[src/rtl/led_disp_pkg.sv]
// Shared constants, state encoding and PWM helper for the multiplexed 7-seg scan controller.
package led_disp_pkg;

    localparam logic [2:0] SEL_OFF   = 3'b111;
    localparam logic [7:0] SEG_BLANK = 8'hFF;
    localparam int         DIGIT_W   = 2;

    typedef enum logic [1:0] {
        IDLE,
        BLANK,
        DRIVE
    } scan_state_t;

    // Number of DRIVE cycles lit for a brightness code: ((bright+1)*drive_len)/16.
    function automatic int pwm_limit(input int bright, input int drive_len);
        return ((bright + 1) * drive_len) >> 4;
    endfunction

endpackage

[src/rtl/led_slot_timer.sv]
// Per-digit slot counter: counts 0..CLK_DIV-1 and flags the end of dead-time and of the slot.
module led_slot_timer #(
    parameter int CLK_DIV     = 50000,
    parameter int DEAD_CYCLES = 16
) (
    input  logic                       clk,
    input  logic                       clr_n,
    input  logic                       clear,
    input  logic                       run,
    output logic                       dead_done,
    output logic                       slot_done,
    output logic [$clog2(CLK_DIV)-1:0] offset
);

    localparam int CW = $clog2(CLK_DIV);

    logic [CW-1:0] slot_cnt;

    // NOTE: sequential state uses non-blocking assignments so every flop samples pre-edge values.
    always_ff @(posedge clk or negedge clr_n) begin
        if (!clr_n) begin
            slot_cnt <= '0;
        end else if (clear) begin
            slot_cnt <= '0;
        end else if (run) begin
            slot_cnt <= slot_done ? '0 : slot_cnt + 1'b1;
        end
    end

    assign dead_done = (slot_cnt == CW'(DEAD_CYCLES - 1));
    assign slot_done = (slot_cnt == CW'(CLK_DIV - 1));
    assign offset    = slot_cnt - CW'(DEAD_CYCLES);

endmodule

[src/rtl/led_scan_ctrl.sv]
// 4-digit 7-seg scan scheduler with dead-time, frame-aligned double buffering and update handshake.
// Optional brightness PWM when LED_SCAN_PWM_EN is defined.
module led_scan_ctrl
    import led_disp_pkg::*;
#(
    parameter int CLK_DIV     = 50000,
    parameter int DEAD_CYCLES = 16,
    parameter int NUM_DIGITS  = 4
) (
    input  logic        clk,
    input  logic        clr_n,
    input  logic        en,
    input  logic        upd_req,
    input  logic [31:0] data_in,
    output logic        upd_ack,
    output logic [2:0]  sel,
    output logic [7:0]  data1,
    output logic [7:0]  data10,
    output logic [7:0]  data100,
    output logic [7:0]  data1000,
    output logic        frame_start
`ifdef LED_SCAN_PWM_EN
    ,
    input  logic [3:0]  bright
`endif
);

    localparam int                   CW         = $clog2(CLK_DIV);
    localparam int                   DRIVE_LEN  = CLK_DIV - DEAD_CYCLES;
    localparam logic [DIGIT_W-1:0]   LAST_DIGIT = DIGIT_W'(NUM_DIGITS - 1);

    scan_state_t         state, state_next;
    logic [DIGIT_W-1:0]  digit;
    logic [31:0]         shadow;
    logic                armed;
    logic                dead_done, slot_done;
    logic [CW-1:0]       offset;
    logic [CW-1:0]       thr;
    logic                boundary, capture, pwm_on;

    led_slot_timer #(
        .CLK_DIV     (CLK_DIV),
        .DEAD_CYCLES (DEAD_CYCLES)
    ) u_slot_timer (
        .clk       (clk),
        .clr_n     (clr_n),
        .clear     (~en),
        .run       (state != IDLE),
        .dead_done (dead_done),
        .slot_done (slot_done),
        .offset    (offset)
    );

    // The edge that starts digit 0 of a new frame; shadows may only change here (or while dark).
    assign boundary = en & ((state == IDLE) |
                            ((state == DRIVE) & slot_done & (digit == LAST_DIGIT)));
    assign capture  = upd_req & armed & (boundary | ~en);

    always_comb begin
        // NOTE: default first so every path assigns state_next and no latch is inferred.
        state_next = state;
        unique case (state)
            IDLE:    if (en) state_next = BLANK;
            BLANK:   if (!en) state_next = IDLE;
                     else if (dead_done) state_next = DRIVE;
            DRIVE:   if (!en) state_next = IDLE;
                     else if (slot_done) state_next = BLANK;
            default: state_next = IDLE;
        endcase
    end

    always_ff @(posedge clk or negedge clr_n) begin
        if (!clr_n) begin
            state       <= IDLE;
            digit       <= '0;
            shadow      <= {4{SEG_BLANK}};
            armed       <= 1'b1;
            upd_ack     <= 1'b0;
            frame_start <= 1'b0;
        end else begin
            state       <= state_next;
            upd_ack     <= capture;
            frame_start <= boundary;
            if (!en) begin
                digit <= '0;
            end else if ((state == DRIVE) && slot_done) begin
                digit <= (digit == LAST_DIGIT) ? '0 : digit + 1'b1;
            end
            if (capture) begin
                shadow <= data_in;
            end
            // A held request is spent once acked; it re-arms only after upd_req drops.
            if (capture) begin
                armed <= 1'b0;
            end else if (!upd_req) begin
                armed <= 1'b1;
            end
        end
    end

`ifdef LED_SCAN_PWM_EN
    always_ff @(posedge clk or negedge clr_n) begin
        if (!clr_n) begin
            thr <= CW'(DRIVE_LEN);
        end else if (en && ((state == IDLE) || ((state == DRIVE) && slot_done))) begin
            thr <= CW'(pwm_limit(int'(bright), DRIVE_LEN));
        end
    end
`else
    assign thr = CW'(DRIVE_LEN);
`endif

    assign pwm_on = (offset < thr);

    always_comb begin
        sel = SEL_OFF;
        if ((state == DRIVE) && pwm_on) begin
            sel = {1'b0, digit};
        end
    end

    assign data1    = shadow[7:0];
    assign data10   = shadow[15:8];
    assign data100  = shadow[23:16];
    assign data1000 = shadow[31:24];

endmodule

[config.mk]
export PLATFORM = sky130hd
export DESIGN_NAME = led_scan_ctrl
export DESIGN_NICKNAME = d
export VERILOG_FILES = /design/src/rtl/led_disp_pkg.sv /design/src/rtl/led_slot_timer.sv /design/src/rtl/led_scan_ctrl.sv
export SDC_FILE = /design/constraint.sdc
export NUM_CORES = 1
export LEC_CHECK = 0
export ABC_CLOCK_PERIOD_IN_PS = 2900
export CAP_MARGIN = 0
export CORE_MARGIN = 2
export CORE_UTILIZATION = 35
export CTS_CLUSTER_SIZE = 40
export DETAILED_ROUTE_END_ITERATION = 7
export GPL_TIMING_DRIVEN = 0
export HOLD_SLACK_MARGIN = 0.03
export PLACE_DENSITY_LB_ADDON = 0.1
export SLEW_MARGIN = 10
export SYNTH_ARGS = -nofsm -noshare
export SYNTH_HDL_FRONTEND = slang
export SYNTH_SLANG_ARGS = --single-unit
[constraint.sdc]
create_clock -name clk -period 2.9 [get_ports clk]
set_input_delay 0.725 -clock clk [delete_from_list [all_inputs] [get_ports clk]]
set_output_delay 0.725 -clock clk [all_outputs]
set_load 0.01 [all_outputs]
; ---- Word-level counts from Yosys, hierarchy flattened
; Index checks and enable logic that the tools add are counted.
[op_classes]
add_sub_neg = 3
multipliers = 0
bitwise = 8
order_cmp = 1
reduce_logical = 5
muxes = 15
shifts = 0
eq_ne = 11
n_div = 0
[op_table]
columns = op, count
row1 = two-way mux 16 bit, 3
row2 = adder 16 x 1 -> 16 bit (second input constant), 1
row3 = equality test 16 bit (second input constant), 1
row4 = equality test 16 x 4 -> 1 bit (second input constant), 1
row5 = < comparator 16 bit (second input constant), 1
row6 = two-way mux 2 bit, 8
row7 = subtractor 16 x 5 -> 16 bit (second input constant), 1
row8 = != test 2 x 1 -> 1 bit (second input constant), 3
row9 = != test 3 bit (second input constant), 2
row10 = one-hot mux 2 bit (3 select lines), 1
row11 = AND 1 bit, 5
row12 = equality test 2 bit (second input constant), 2
row13 = two-way mux 3 bit, 1
row14 = AND reduction 3 bit, 1
row15 = adder 2 x 1 -> 2 bit (second input constant), 1
row16 = equality test 2 x 1 -> 1 bit (second input constant), 1
row17 = logical AND 1 bit, 2
row18 = zero test 2 bit, 1
row19 = two-way mux 1 bit, 2
row20 = != test 2 bit (second input constant), 1
row21 = OR 1 bit, 2
row22 = nonzero test 2 bit, 1
row23 = inverter 1 bit, 1
[totals]
register_bits = 55
word_cells = 50
mem_bits_ro = 0
input_bits = 36
mem_bits_rw = 0
memories = 0
out_inout_bits = 37
latch_bits = 0

; ---- Depth between registers and ports, before layout
[logic_depth]
ltp_word = 8
ltp_mapped = 7

; ---- Hierarchy
; From an unflattened synthesis, not the netlist that was laid out.
[unflattened]
cells_unflattened = 245
area_unflattened_um2 = 2859.0
[modules_own_cells]
columns = mod, n_inst, area_per_inst_um2, cells_each, seq_area_each_um2
row1 = led_scan_ctrl, 1, 1626.6, 108, 1017.2
row2 = led_slot_timer, 1, 1232.4, 137, 400.4

; ---- Least setup slack after synthesis
; No wires, ideal clock.
[synth_timing]
kind = flip-flop to flip-flop
from = reg u_slot_timer.slot_cnt[13]
to = reg shadow[20]
setup_slack_ns = 0.561
path_stages_with_launch = 7
setup_ns = 0.082
n_path_buf = 1
required_ns = 2.818
arrival_time_ns = 2.257
cell_sequence = dfrtp_1 or4_4 nor4_4 nand3_2 a21oi_4 buf_6 mux2_2
[synth_via]
elab_chain_cells = 7
[synth_lines]
columns = element, line
row1 = from (decl), led_slot_timer.sv:17  ; logic [CW-1:0] slot_cnt;
row2 = from (signal assigned), led_slot_timer.sv:26  ; slot_cnt <= slot_done ? '0 : slot_cnt + 1'b1;
row3 = equality test 16 bit, led_slot_timer.sv:31  ; assign slot_done = (slot_cnt == CW'(CLK_DIV - 1));
row4 = AND 1 bit (2 in series), led_scan_ctrl.sv:56  ; ((state == DRIVE) & slot_done & (digit == LAST_DIGIT)));
row5 = OR 1 bit, led_scan_ctrl.sv:55  ; assign boundary = en & ((state == IDLE) |
row6 = AND 1 bit, led_scan_ctrl.sv:55
row7 = OR 1 bit, led_scan_ctrl.sv:57  ; assign capture = upd_req & armed & (boundary | ~en);
row8 = AND 1 bit, led_scan_ctrl.sv:57
row9 = to (signal assigned), led_scan_ctrl.sv:76  ; shadow <= {4{SEG_BLANK}};
row10 = to (signal assigned), led_scan_ctrl.sv:90  ; shadow <= data_in;
row11 = to (decl), led_scan_ctrl.sv:34  ; logic [31:0] shadow;
; Every way passes these cells.
; A chain may end at the register's enable or synchronous reset.

; ---- Worst setup path after layout
[layout_timing]
from = reg u_slot_timer.slot_cnt[13]
to = out sel[1]
[layout_via]
elab_chain_cells = 4
[layout_lines]
columns = element, line
row1 = subtractor 16 x 5 -> 16 bit, led_slot_timer.sv:32  ; assign offset = slot_cnt - CW'(DEAD_CYCLES);
row2 = < comparator 16 bit, led_scan_ctrl.sv:113  ; assign pwm_on = (offset < thr);
row3 = logical AND 1 bit, led_scan_ctrl.sv:117  ; if ((state == DRIVE) && pwm_on) begin
row4 = two-way mux 3 bit, led_scan_ctrl.sv:117
row5 = to (decl), led_scan_ctrl.sv:16  ; output logic [2:0] sel,
; Every way passes these cells.

==> reports/results.ini <==
[routing]
ant_nets=0
highest_layer=met4
vias=1823
met2_length_mm=2.47
dr.pass1.iters=4
wl_met3_um=311
drtIter0Drc=49
routed_wl_mm=5.21
met1_length_mm=2.39
drc_errors=0
post_drt_wl_per_cell_um=13.4
via_per_inst=4.70

[clock_tree]
cts_sinks=55
clkTransAtPathRegs_ps=100
clockBufferDepth=2
cts_root_buffer=clkbuf_8
htreeDepth=2
cts_tree=built
clkLatencyLatePin_ps=300
cts_buffers=5

[layout]
nets=326
drive_above_1_share_pct=29.4
design_area_mm2=0.00347
diodes=0
utilization_pct=48.6
area_growth_pct=36.9
num-fill-cells=722

[timing]
clock_skew_ps=11.0
report.final.hold_viol_count=0
worst_pin_slew_ps=750
rsz0062_at_grt=no
whs_ps=452
fin_crit_sh_pct=95.7
slew_headroom_pct=49.7
drv_slew=0
finalCriticalPeriod_ps=2780
setup_viol=0
fmax_ghz=0.360

[synthesis]
syn_area_per_cell_um2=12.1
syn-instance-count=209
syn_nets=247
ys_warn_count=0
ys_types=40
synth_edf_count=0
async_reset_ff_share_pct=100
syn_area_mm2=0.00253
ys.flop_type=dfstp_2
ys_seq_area_share_pct=56.0
synth_seq_cells=55

[power_and_ir_drop]
power_density_mw_per_mm2=511
p_sw_share_pct=23.8
p_clk_share_pct=23.1
p_leak_nw=1.35
switchingPower_mw=0.422
finalPower_mw=1.77
intPower_mw=1.35
seq_power_share_pct=54.0
irDropWorstVdd_uv=251
pwr-share-comb_pct=22.9

[floorplanning]
die_h_um=89.1
io_pins=73
die_w_um=89.1
dieArea_mm2=0.00793
row_count=31
initial_core_util_pct=35.5
core_area_mm2=0.00714

[worst_setup_path]
rr_worst_depth=6
crit_path_cell_trace=or4_4, a21oi_1, o211a_1, nand2b_1, dlygate4sd2_1
cp-end-kind=output pin
r2r-start=u_slot_timer.slot_cnt[13]
max_stage_delay_ps=590
cpLargestDelayFamily=simple AND/OR/NAND/NOR gates
slowest_stage=or4_4
crit_end=sel[1]
path_buf_inv=1
r2r_slack_ps=350
setup.worst_path.start=u_slot_timer.slot_cnt[13]
r2r-end=shadow[0]
arrival_ps=2050
cp.depth=5
required_ps=2170
crit_type=reg -> out
cp-start-kind=register
path_max_fanout=3

[grt]
antenna_found_initial=0
grt_pass1_vias=1794
grt-ovfl-total=0
grt_max_degree=56
grt_usage_pct=13.8
grt_pass1_wl_mm=8.60

[flow_run]
cap_violations=0

[placed_design]
io_buffers=71
place_area_mm2=0.00336
place_hpwl_mm=3.69
gp_congestion=0.767

[worst_hold_path]
hp-class=in -> async

[status]
status=completed

-- sequential cells by signal, summed over array words and instances, names as in the netlist --
signal,flops
upd_ack,1
armed,1
u_slot_timer.slot_cnt,16
digit,2
shadow,32
frame_start,1
state,2
-- layer usage --
| layer | vias up | global-route usage (%) |
|---|---|---|
| li1 | 901 | - |
| met1 | 875 | 18.3 |
| met2 | 43 | 23.1 |
| met3 | 4 | 3.42 |
| met4 | 0 | 2.85 |
| met5 | - | 0 |
-- timing repair --
| item | 4_1_cts | 5_1_grt |
|---|---|---|
| setup buffers | 2 | 0 |
| setup endpoints to repair | 3 | 0 |
| hold buffers | 0 | 0 |
| resized for setup | 8 | 0 |
-- cell usage in the layout (no fill, tap or decap), types with 4 or more instances in the layout --
cell	n
mux2_2	32
nand4_1	6
dfstp_2	33
nand2b_1	5
clkbuf_8	5
dfrtp_1	20
a21oi_1	4
nand3_1	10
nand2_1	18
clkdlybuf4s50_1	67
nor2_1	14
clkbuf_1	5
a31oi_1	5
and3_1	5
xor2_1	7
-- power groups by stage --
stage          Sequential [mW]  Clock, mW  Combinational, mW
6_report                 0.956      0.410              0.406
4_1_cts                  0.958      0.435              0.414
3_5_place_dp             0.971          0              0.413
3_3_place_gp             0.968          0              0.412
5_1_grt                  0.969      0.458              0.440
2_1_floorplan             1.02          0              0.116
-- logic make-up (layout without fill, tap and decap cells) --
family          Yosys count  in the layout  synth area share (%)
buf+inv                  10             90                  2.37
fa+ha+maj                 2              2                 0.988
simple gates             75             75                  15.9
compound gates           25             25                  7.02
flops                    55             55                  56.0
xor+xnor                  9              9                  3.11
mux                      33             33                  14.7
-- worst min-delay path by stage --
stage                                     to  slack, ps  depth (start not counted)
floorplan                           digit[0]        430                          0
global placement                       armed        460                          2
detailed placement                     armed        470                          2
CTS                 u_slot_timer.slot_cnt[6]        480                          1
global route        u_slot_timer.slot_cnt[6]        500                          1
finish              u_slot_timer.slot_cnt[6]        450                          1
-- area by class of cell --
class / instances / area [um2] / share of cell area [%]
clock inverters: 1 / 6.26 / 0.180
clock buffers: 7 / 76.3 / 2.20
well taps: 99 / 124 / 3.57
multi-input cells: 144 / 1060 / 30.7
inverters: 3 / 11.3 / 0.325
flip-flops and latches: 55 / 1420 / 41.0
repair buffers: 73 / 719 / 20.8
plain buffers: 6 / 45.0 / 1.30
-- per-stage QoR --
step                setup WS (ps)  setup TNS, ps  std cells
detailed placement           36.2              0        379
CTS                           127              0        388
global placement             -653         -15380        379
floorplan                     561              0        209
global route                 65.3              0        388
finish                        124              0        388
-- synth_stat cells, types with 4 or more instances --
master    instances  area (um2)
and3_1            5        31.3
nand2_1          18        67.6
a31oi_1           5        31.3
a21oi_1           4        20.0
clkbuf_1          4        15.0
dfstp_2          33         867
nand2b_1          5        31.3
nand4_1           6        37.5
mux2_2           32         360
dfrtp_1          22         551
nand3_1          10        50.1
xor2_1            7        61.3
nor2_1           16        60.1
-- worst reg2reg max path: stages (launching register included) --
cell and delay [ps]:
dfrtp_2 420, or4_4 590, nor4_4 460, nand3_2 170, a21oi_4 310, buf_6 200, mux2_2 340
No activity file was read; power rests on OpenSTA's default activity.
